[config.mk]
export PLATFORM = sky130hd
export DESIGN_NAME = kenel_tutorial_example_control_s_axi
export DESIGN_NICKNAME = d
export VERILOG_FILES = /design/src/rtl/kenel_tutorial_example_ctrl_pkg.sv /design/src/rtl/kenel_tutorial_example_control_s_axi.sv
export SDC_FILE = /design/constraint.sdc
export NUM_CORES = 1
export LEC_CHECK = 0
export ABC_AREA = 1
export BUFFER_PORTS_ARGS = -buffer_cell sky130_fd_sc_hd__buf_2
export CORE_MARGIN = 3
export CORE_UTILIZATION = 30
export DETAILED_ROUTE_END_ITERATION = 8
export PLACE_DENSITY_LB_ADDON = 0.2
export SLEW_MARGIN = 20
export SYNTH_ARGS = -nofsm -noshare
export SYNTH_HDL_FRONTEND = slang
export SYNTH_SLANG_ARGS = --single-unit
[constraint.sdc]
create_clock -name ap_clk -period 2.55 [get_ports ap_clk]
set_input_delay 0.3825 -clock ap_clk [delete_from_list [all_inputs] [get_ports ap_clk]]
set_output_delay 0.3825 -clock ap_clk [all_outputs]
set_load 0.1 [all_outputs]
[src/rtl/kenel_tutorial_example_ctrl_pkg.sv]
// -----------------------------------------------------------------------------
// kenel_tutorial_example_ctrl_pkg
//   Shared definitions for the vadd kernel AXI4-Lite control slave:
//   register offsets (decoded on addr[5:0]), CTRL bit positions, and the
//   write/read channel state encodings.
//   Helper: apply_wstrb merges write data into a 32-bit register per byte lane.
// -----------------------------------------------------------------------------
package kenel_tutorial_example_ctrl_pkg;

  localparam logic [5:0] ADDR_CTRL   = 6'h00;
  localparam logic [5:0] ADDR_GIE    = 6'h04;
  localparam logic [5:0] ADDR_IER    = 6'h08;
  localparam logic [5:0] ADDR_ISR    = 6'h0C;
  localparam logic [5:0] ADDR_PTR0_L = 6'h10;
  localparam logic [5:0] ADDR_PTR0_H = 6'h14;

  localparam int CTRL_START_BIT = 0;
  localparam int CTRL_DONE_BIT  = 1;
  localparam int CTRL_IDLE_BIT  = 2;
  localparam int CTRL_READY_BIT = 3;
  localparam int CTRL_AUTO_BIT  = 7;

  typedef enum logic [1:0] {
    WRIDLE = 2'd0,
    WRDATA = 2'd1,
    WRRESP = 2'd2
  } wr_state_t;

  typedef enum logic [0:0] {
    RDIDLE = 1'b0,
    RDDATA = 1'b1
  } rd_state_t;

  function automatic logic [31:0] apply_wstrb(input logic [31:0] old_val,
                                              input logic [31:0] wdata,
                                              input logic [3:0]  wstrb);
    logic [31:0] res;
    res = old_val;
    for (int b = 0; b < 4; b++) begin
      if (wstrb[b]) res[b*8 +: 8] = wdata[b*8 +: 8];
    end
    return res;
  endfunction

endpackage

[src/rtl/kenel_tutorial_example_control_s_axi.sv]
// -----------------------------------------------------------------------------
// kenel_tutorial_example_control_s_axi
//   AXI4-Lite control slave for the vadd RTL kernel. The host programs the
//   register map; this block drives ap_start / axi00_ptr0 to the kernel and
//   collects ap_done / ap_idle / ap_ready into status and interrupt bits.
// Ports
//   ap_clk, areset             clock, synchronous active-high reset
//   s_axi_aw* / s_axi_w* / s_axi_b*   write address / data / response channels
//   s_axi_ar* / s_axi_r*              read address / data channels
//   interrupt                  GIE & |ISR (level)
//   ap_start                   level start to the kernel
//   ap_done, ap_idle, ap_ready kernel status inputs (pulse, level, pulse)
//   axi00_ptr0                 64-bit buffer base address
// -----------------------------------------------------------------------------
module kenel_tutorial_example_control_s_axi
  import kenel_tutorial_example_ctrl_pkg::*;
#(
  parameter int C_S_AXI_ADDR_WIDTH = 12,
  parameter int C_S_AXI_DATA_WIDTH = 32
) (
  input  logic                            ap_clk,
  input  logic                            areset,
  input  logic                            s_axi_awvalid,
  output logic                            s_axi_awready,
  input  logic [C_S_AXI_ADDR_WIDTH-1:0]   s_axi_awaddr,
  input  logic                            s_axi_wvalid,
  output logic                            s_axi_wready,
  input  logic [C_S_AXI_DATA_WIDTH-1:0]   s_axi_wdata,
  input  logic [C_S_AXI_DATA_WIDTH/8-1:0] s_axi_wstrb,
  output logic                            s_axi_bvalid,
  input  logic                            s_axi_bready,
  output logic [1:0]                      s_axi_bresp,
  input  logic                            s_axi_arvalid,
  output logic                            s_axi_arready,
  input  logic [C_S_AXI_ADDR_WIDTH-1:0]   s_axi_araddr,
  output logic                            s_axi_rvalid,
  input  logic                            s_axi_rready,
  output logic [C_S_AXI_DATA_WIDTH-1:0]   s_axi_rdata,
  output logic [1:0]                      s_axi_rresp,
  output logic                            interrupt,
  output logic                            ap_start,
  input  logic                            ap_done,
  input  logic                            ap_idle,
  input  logic                            ap_ready,
  output logic [63:0]                     axi00_ptr0
);

  wr_state_t   wr_state_reg;
  rd_state_t   rd_state_reg;
  logic [5:0]  waddr_reg;
  logic [31:0] rdata_reg;
  logic [31:0] rdata_next;

  logic        ap_start_reg;
  logic        auto_restart_reg;
  logic        done_reg;
  logic        ready_reg;
  logic        gie_reg;
  logic [1:0]  ier_reg;
  logic [1:0]  isr_reg;
  logic [31:0] ptr0_l_reg;
  logic [31:0] ptr0_h_reg;

  logic        aw_hs;
  logic        w_hs;
  logic        ar_hs;
  logic [5:0]  raddr;
  logic        wr_ctrl;
  logic        wr_isr;
  logic        unused_addr_bits;

  assign aw_hs = s_axi_awvalid & s_axi_awready;
  assign w_hs  = s_axi_wvalid & s_axi_wready;
  assign ar_hs = s_axi_arvalid & s_axi_arready;
  assign raddr = s_axi_araddr[5:0];

  // Only the low six address bits select a register.
  assign unused_addr_bits = ^{s_axi_awaddr[C_S_AXI_ADDR_WIDTH-1:6],
                              s_axi_araddr[C_S_AXI_ADDR_WIDTH-1:6]};

  // Channel handshakes are pure decodes of the state so the reset values
  // (awready/arready high, valids low) fall out of the IDLE states.
  assign s_axi_awready = (wr_state_reg == WRIDLE);
  assign s_axi_wready  = (wr_state_reg == WRDATA);
  assign s_axi_bvalid  = (wr_state_reg == WRRESP);
  assign s_axi_bresp   = 2'b00;
  assign s_axi_arready = (rd_state_reg == RDIDLE);
  assign s_axi_rvalid  = (rd_state_reg == RDDATA);
  assign s_axi_rdata   = rdata_reg;
  assign s_axi_rresp   = 2'b00;

  assign interrupt  = gie_reg & (|isr_reg);
  assign ap_start   = ap_start_reg;
  assign axi00_ptr0 = {ptr0_h_reg, ptr0_l_reg};

  // ---------------------------------------------------------------- write FSM
  always_ff @(posedge ap_clk) begin
    if (areset) begin
      wr_state_reg <= WRIDLE;
      waddr_reg    <= '0;
    end else begin
      case (wr_state_reg)
        WRIDLE: if (aw_hs) begin
          wr_state_reg <= WRDATA;
          waddr_reg    <= s_axi_awaddr[5:0];
        end
        WRDATA: if (s_axi_wvalid) wr_state_reg <= WRRESP;
        WRRESP: if (s_axi_bready) wr_state_reg <= WRIDLE;
        default: wr_state_reg <= WRIDLE;
      endcase
    end
  end

  // ----------------------------------------------------------------- read FSM
  always_ff @(posedge ap_clk) begin
    if (areset) begin
      rd_state_reg <= RDIDLE;
      rdata_reg    <= '0;
    end else begin
      case (rd_state_reg)
        RDIDLE: if (ar_hs) begin
          rd_state_reg <= RDDATA;
          rdata_reg    <= rdata_next;
        end
        RDDATA: if (s_axi_rready) rd_state_reg <= RDIDLE;
        default: rd_state_reg <= RDIDLE;
      endcase
    end
  end

  always_comb begin
    rdata_next = '0;
    case (raddr)
      ADDR_CTRL: begin
        rdata_next[CTRL_START_BIT] = ap_start_reg;
        rdata_next[CTRL_DONE_BIT]  = done_reg;
        rdata_next[CTRL_IDLE_BIT]  = ap_idle;
        rdata_next[CTRL_READY_BIT] = ready_reg;
        rdata_next[CTRL_AUTO_BIT]  = auto_restart_reg;
      end
      ADDR_GIE:    rdata_next[0]   = gie_reg;
      ADDR_IER:    rdata_next[1:0] = ier_reg;
      ADDR_ISR:    rdata_next[1:0] = isr_reg;
      ADDR_PTR0_L: rdata_next      = ptr0_l_reg;
      ADDR_PTR0_H: rdata_next      = ptr0_h_reg;
      default:     rdata_next      = '0;
    endcase
  end

  // ------------------------------------------------------------ register file
  assign wr_ctrl = w_hs && (waddr_reg == ADDR_CTRL) && s_axi_wstrb[0];
  assign wr_isr  = w_hs && (waddr_reg == ADDR_ISR)  && s_axi_wstrb[0];

  always_ff @(posedge ap_clk) begin
    if (areset) begin
      ap_start_reg     <= 1'b0;
      auto_restart_reg <= 1'b0;
      done_reg         <= 1'b0;
      ready_reg        <= 1'b0;
      gie_reg          <= 1'b0;
      ier_reg          <= '0;
      isr_reg          <= '0;
      ptr0_l_reg       <= '0;
      ptr0_h_reg       <= '0;
    end else begin
      // A host start request wins over a same-cycle ap_ready clear.
      if (wr_ctrl && s_axi_wdata[CTRL_START_BIT])
        ap_start_reg <= 1'b1;
      else if (ap_ready && !auto_restart_reg)
        ap_start_reg <= 1'b0;

      if (wr_ctrl) auto_restart_reg <= s_axi_wdata[CTRL_AUTO_BIT];

      // Clear-on-read status: a pulse arriving with the read is kept.
      if (ap_done)
        done_reg <= 1'b1;
      else if (ar_hs && raddr == ADDR_CTRL)
        done_reg <= 1'b0;

      if (ap_ready)
        ready_reg <= 1'b1;
      else if (ar_hs && raddr == ADDR_CTRL)
        ready_reg <= 1'b0;

      if (w_hs && waddr_reg == ADDR_GIE && s_axi_wstrb[0]) gie_reg <= s_axi_wdata[0];
      if (w_hs && waddr_reg == ADDR_IER && s_axi_wstrb[0]) ier_reg <= s_axi_wdata[1:0];

      // Interrupt events override a same-cycle toggle so none is lost.
      if (ier_reg[0] && ap_done)
        isr_reg[0] <= 1'b1;
      else if (wr_isr)
        isr_reg[0] <= isr_reg[0] ^ s_axi_wdata[0];

      if (ier_reg[1] && ap_ready)
        isr_reg[1] <= 1'b1;
      else if (wr_isr)
        isr_reg[1] <= isr_reg[1] ^ s_axi_wdata[1];

      if (w_hs && waddr_reg == ADDR_PTR0_L)
        ptr0_l_reg <= apply_wstrb(ptr0_l_reg, s_axi_wdata, s_axi_wstrb);
      if (w_hs && waddr_reg == ADDR_PTR0_H)
        ptr0_h_reg <= apply_wstrb(ptr0_h_reg, s_axi_wdata, s_axi_wstrb);
    end
  end

endmodule

== Word-level counts from Yosys, hierarchy flattened ==
Index checks and enable logic that the tools add are counted.

* Register bits after elaboration: 114
* Input port bits: 70
* Output and inout bits: 107
* Logic and storage cells: 100

* Equality and inequality tests: 15
* Muxes and demuxes: 22
* Bitwise logic cells: 7
* Reductions and logical operators: 36

{| class="wikitable"
|+ Operators with widths
! kind !! count
|-
| $pmux W24 S2 || 1
|-
| $eq A6 B4 Y1 const B || 4
|-
| $eq A6 B5 Y1 const B || 4
|-
| $reduce_and A2 Y1 || 10
|-
| $logic_and A1 B1 Y1 || 15
|-
| $eq A6 B3 Y1 const B || 2
|-
| $logic_not A6 Y1 || 2
|-
| $pmux W2 S3 || 2
|-
| $mux W1 || 11
|-
| $reduce_bool A2 Y1 || 5
|-
| $mux W2 || 3
|-
| $pmux W1 S6 || 1
|-
| $pmux W3 S2 || 1
|-
| $pmux W1 S5 || 1
|-
| $and A1 B1 Y1 || 4
|-
| $ne A2 B1 Y1 const B || 2
|-
| $pmux W1 S3 || 1
|-
| $reduce_and A3 Y1 || 1
|-
| $eq A2 B1 Y1 const B || 1
|-
| $eq A2 B2 Y1 const B || 1
|-
| $logic_not A2 Y1 || 1
|-
| $ne A2 B2 Y1 const B || 1
|-
| $pmux W1 S2 || 1
|-
| $reduce_or A2 Y1 || 1
|-
| 3 further kinds || 4
|}

== Depth between registers and ports, before layout ==
* Word-level depth: 6
* Gate-level depth with buffers: 10
* Gate-level depth less buffers: 9

== Worst setup path after synthesis ==
Ideal clock, no wire load.

* Path kind: register to register
* From: register rd_state_reg (netlist: s_axi_rvalid)
* To: register rdata_reg[12] (netlist: s_axi_rdata[12])
* Library setup time: 109 ps
* Arrival: 2469 ps
* Data required time: 2441 ps
* Slack: -28 ps
* Cell stages (with the launch flop): 9
* Path buffers: 1
* Clock period less this slack: 2578 ps
* Cells stage by stage: dfxtp_1 inv_1 nand2_1 inv_2 clkbuf_1 nor2_1 nor2_1 nand2_1 inv_1

* Cells in the longest elaborated chain, start to end: 3

{| class="wikitable"
|+ Ends and longest elaborated chain
! item !! RTL line !! source
|-
| start: declaration || kenel_tutorial_example_control_s_axi.sv:49 || <nowiki>rd_state_t rd_state_reg;</nowiki>
|-
| start signal: assignment || kenel_tutorial_example_control_s_axi.sv:117 || <nowiki>rd_state_reg <= RDIDLE;</nowiki>
|-
| start signal: assignment || kenel_tutorial_example_control_s_axi.sv:122 || <nowiki>rd_state_reg <= RDDATA;</nowiki>
|-
| start signal: assignment || kenel_tutorial_example_control_s_axi.sv:125 || <nowiki>RDDATA: if (s_axi_rready) rd_state_reg <= RDIDLE;</nowiki>
|-
| $not A1 Y1 (no line) * || - ||
|-
| net s_axi_arready || kenel_tutorial_example_control_s_axi.sv:34 || <nowiki>output logic s_axi_arready,</nowiki>
|-
| $and A1 B1 Y1 || kenel_tutorial_example_control_s_axi.sv:74 || <nowiki>assign ar_hs = s_axi_arvalid & s_axi_arready;</nowiki>
|-
| $reduce_and A2 Y1 (no line) * || - ||
|-
| end signal: assignment || kenel_tutorial_example_control_s_axi.sv:123 || <nowiki>rdata_reg <= rdata_next;</nowiki>
|-
| end: declaration || kenel_tutorial_example_control_s_axi.sv:51 || <nowiki>logic [31:0] rdata_reg;</nowiki>
|}

The timed path passes the listed nets; every way through them passes the cells marked *.
A chain may end at the register's enable or synchronous reset.

== Worst setup path after layout ==
* From: register wr_state_reg[0]
* To: output port s_axi_wready

* Cells in the longest elaborated chain, start to end: 1

{| class="wikitable"
|+ Ends and longest elaborated chain
! item !! RTL line !! source
|-
| start: declaration || kenel_tutorial_example_control_s_axi.sv:48 || <nowiki>wr_state_t wr_state_reg;</nowiki>
|-
| start signal: assignment || kenel_tutorial_example_control_s_axi.sv:99 || <nowiki>wr_state_reg <= WRIDLE;</nowiki>
|-
| start signal: assignment || kenel_tutorial_example_control_s_axi.sv:104 || <nowiki>wr_state_reg <= WRDATA;</nowiki>
|-
| start signal: assignment || kenel_tutorial_example_control_s_axi.sv:107 || <nowiki>WRDATA: if (s_axi_wvalid) wr_state_reg <= WRRESP;</nowiki>
|-
| $eq A2 B1 Y1 || kenel_tutorial_example_control_s_axi.sv:84 || <nowiki>assign s_axi_wready = (wr_state_reg == WRDATA);</nowiki>
|-
| end: declaration || kenel_tutorial_example_control_s_axi.sv:27 || <nowiki>output logic s_axi_wready,</nowiki>
|}

No other way between the ends.

==> impl_metrics.csv <==
group,metric,value,unit
global_routing,grt_use_met3,5.62,%
logic_synthesis,ys_warn_count,0,
clocking,numCtsBuffers,17,
placement,dp_hpwl,10700,µm
global_routing,antenna_found_initial,1,
timing,finClkSkew,0.00780,ns
worst_setup_path,setup.worst_path.end,"s_axi_wready",
worst_setup_path,worstSetupStartpointType,"flip-flop",
worst_setup_path,reg2regPathDepth,7,
timing,period_minus_slack,1.78,ns
clocking,clockRootBuffer,"clkbuf_16",
clocking,cts_resized,0,
clocking,cts_tree,"yes",
worst_setup_path,r2r-end,"ptr0_l_reg[3]",
pwr,seqPwrFrac,37.5,%
floorplan,core,16800,µm²
cells_and_area,drive_gt1_share,25.6,%
clocking,clock_latency,0.41,ns
floorplan,placementRows,47,
status,outcome,"completed",
worst_setup_path,worstPathRequired,2.17,ns
drt,drcViolationCount,0,
global_routing,grt_overflow,0,
drt,num_vias,4946,
pwr,leakage,3.42,nW
timing,period_share,70.0,%
pwr,clock_power_share,48.7,%
placement,gp_congestion,0.766,
drt,drt-vias-per-instance,4.32,
pwr,switching_share,28.2,%
worst_setup_path,cp_max_fo,4,
floorplan,io_pins,177,
global_routing,busiest_layer,"met2",
logic_synthesis,synthDistinctLibCells,25,
worst_setup_path,ff2ff_setup_slack,0.80,ns
drt,wl,15100,µm
timing,setup_violations,0,
global_routing,grt.total_usage,16.3,%
floorplan,die_w,137,µm
drt,dr.pass1.iters,4,
timing,drv_slew,0,
floorplan,dieArea,18900,µm²
drt,final_antenna_net_count,0,
logic_synthesis,synthCells,760,
pwr,power.share.combinational,13.9,%
cells_and_area,nNetsFinal,983,
global_routing,grt_pass1_wl,23700,µm
pwr,p_sw,1.40,mW
clocking,cts_buffer_depth,2,
timing,hold_viol,0,
timing,max_freq,0.561,GHz
worst_setup_path,crit_arrival,1.40,ns
clocking,path_clk_slew,0.05,ns
clocking,holdBufCountCts,0,
logic_synthesis,ys_seq_area_share,44.1,%
pwr,max-vdd-ir-drop,0.455,mV
logic_synthesis,synth-seq-cells,114,
global_routing,grtUsageMet1,21.5,%
timing,worst_pin_slew,0.704,ns
global_routing,grt_max_degree,43,
global_routing,use_met2,25.0,%
clocking,cts_num_sinks,114,
pwr,p_int,3.57,mW
timing,final.setup.tns,0,ns
worst_setup_path,r2r_start,"waddr_reg[0]",
floorplan,die_h,137,µm
pwr,cellPowerDensity,740,nW/µm²
timing,max_slew_margin,52.9,%
logic_synthesis,synth_area,5180,µm²
worst_setup_path,endpoint_kind,"output pin",
worst_setup_path,critPathLaunch,"wr_state_reg[0]",
cells_and_area,nFillCells,1829,
drt,drt-initial-drc-count,257,
drt,wire_per_inst,13.2,µm
cells_and_area,finalCoreUtilization,40.1,%
timing,grt_setup_unrepaired,"no",
placement,port_buffers,160,
flow_run,cap_violations,0,
clocking,h-tree-depth,4,
worst_hold_path,hold_class,"input port to flip-flop",
floorplan,initial_utilization,30.9,%
cells_and_area,syn2layout_area_growth,29.7,%
global_routing,grt_pass1_vias,4578,
logic_synthesis,syn_avg_cell_area,6.81,µm²
worst_setup_path,path_class,"flip-flop to output pin",
clocking,post-cts-setup-buffers,0,
==> metrics by stage <==
step	instances	power, mW	worst slack (ns)	hold slack [ns]	cell area [µm²]
floorplan	763	2.43	0.180	0.433	5190
global placement	1114	2.59	0.652	0.446	6110
detailed placement	1114	2.59	0.645	0.449	6110
CTS	1145	5.04	0.738	0.186	6720
global route	1145	5.19	0.577	0.207	6720
finish	1146	4.97	0.766	0.203	6720
==> cells in the mapped netlist (all sizes together) <==
library cell | n | share of area (%)
nor2 | 146 | 11
a21oi | 49 | 4.7
clkbuf | 13 | 0.94
inv | 115 | 8.3
nand3 | 53 | 6.2
dfxtp | 114 | 44
o21ai | 43 | 4.2
buf | 24 | 3.5
nor3 | 3 | 0.72
o21a | 2 | 0.29
conb | 1 | 0.072
nand2 | 183 | 14
nand4 | 14 | 1.7
==> cell type report <==
cell class | count | area (µm²) | area share [%]
sequential | 114 | 2280 | 34.0
multi-input combinational | 497 | 2250 | 33.4
timing repair buffer | 168 | 873 | 13.0
clock buffer | 21 | 470 | 7.00
inverter | 115 | 435 | 6.48
tap | 220 | 275 | 4.10
clock inverter | 10 | 133 | 1.97
antenna | 1 | 2.50 | 0.0372
==> layer usage <==
layer  part of all wire (%)  up-vias  routed length, µm
met5                  0.086        -                 13
met2                     44      128               6720
met3                    7.0       22               1060
met4                    1.3        2                201
li1                       -     2644                  -
met1                     47     2150               7150
==> worst min-delay path by stage <==
stage | start | endpoint | slack [ns] | cells past startpoint
detailed placement | waddr_reg[1] | waddr_reg[1] | 0.45 | 2
CTS | s_axi_wdata[26] | ptr0_l_reg[26] | 0.19 | 3
global route | s_axi_wdata[17] | ptr0_l_reg[17] | 0.21 | 3
global placement | waddr_reg[1] | waddr_reg[1] | 0.45 | 2
finish | s_axi_wdata[26] | ptr0_l_reg[26] | 0.20 | 3
floorplan | waddr_reg[1] | waddr_reg[1] | 0.43 | 2
==> logic make-up (layout without fill, tap and decap cells) <==
group	Yosys count	count (layout)	share of synthesized area, %
and+or+nand+nor	399	399	33.9
buffers and inverters	152	314	12.8
DFF	114	114	44.1
AOI/OAI and AO/OA	94	94	9.18
other	1	5	0.0724
==> layout by cell type, fill, tap and decap left out, types with 4 or more instances in the layout <==
master	count
a21oi_1	49
conb_1	4
o21ai_0	39
clkbuf_16	17
o21ai_1	4
inv_2	4
nand3_1	42
nand2_2	12
buf_2	160
nand2_1	170
dfxtp_1	113
buf_4	7
nand3_2	11
clkinvlp_4	4
nand4_1	14
nor2_1	139
inv_1	110
nor2_4	4
clkinv_2	4
==> critical path: stages (launching register included) <==
cell	delay (ns)
dfxtp_1	0.38
inv_1	0.05
nor2_1	0.11
buf_2	0.44
==> power by group through the flow <==
stage | Sequential, mW | Clock, mW | Combinational (mW)
floorplan | 2.16 | 0 | 0.273
global placement | 1.90 | 0 | 0.693
detailed placement | 1.90 | 0 | 0.692
CTS | 1.86 | 2.49 | 0.695
global route | 1.87 | 2.57 | 0.747
finish | 1.86 | 2.42 | 0.689
Note: power is estimated with default switching activity, not from simulation.
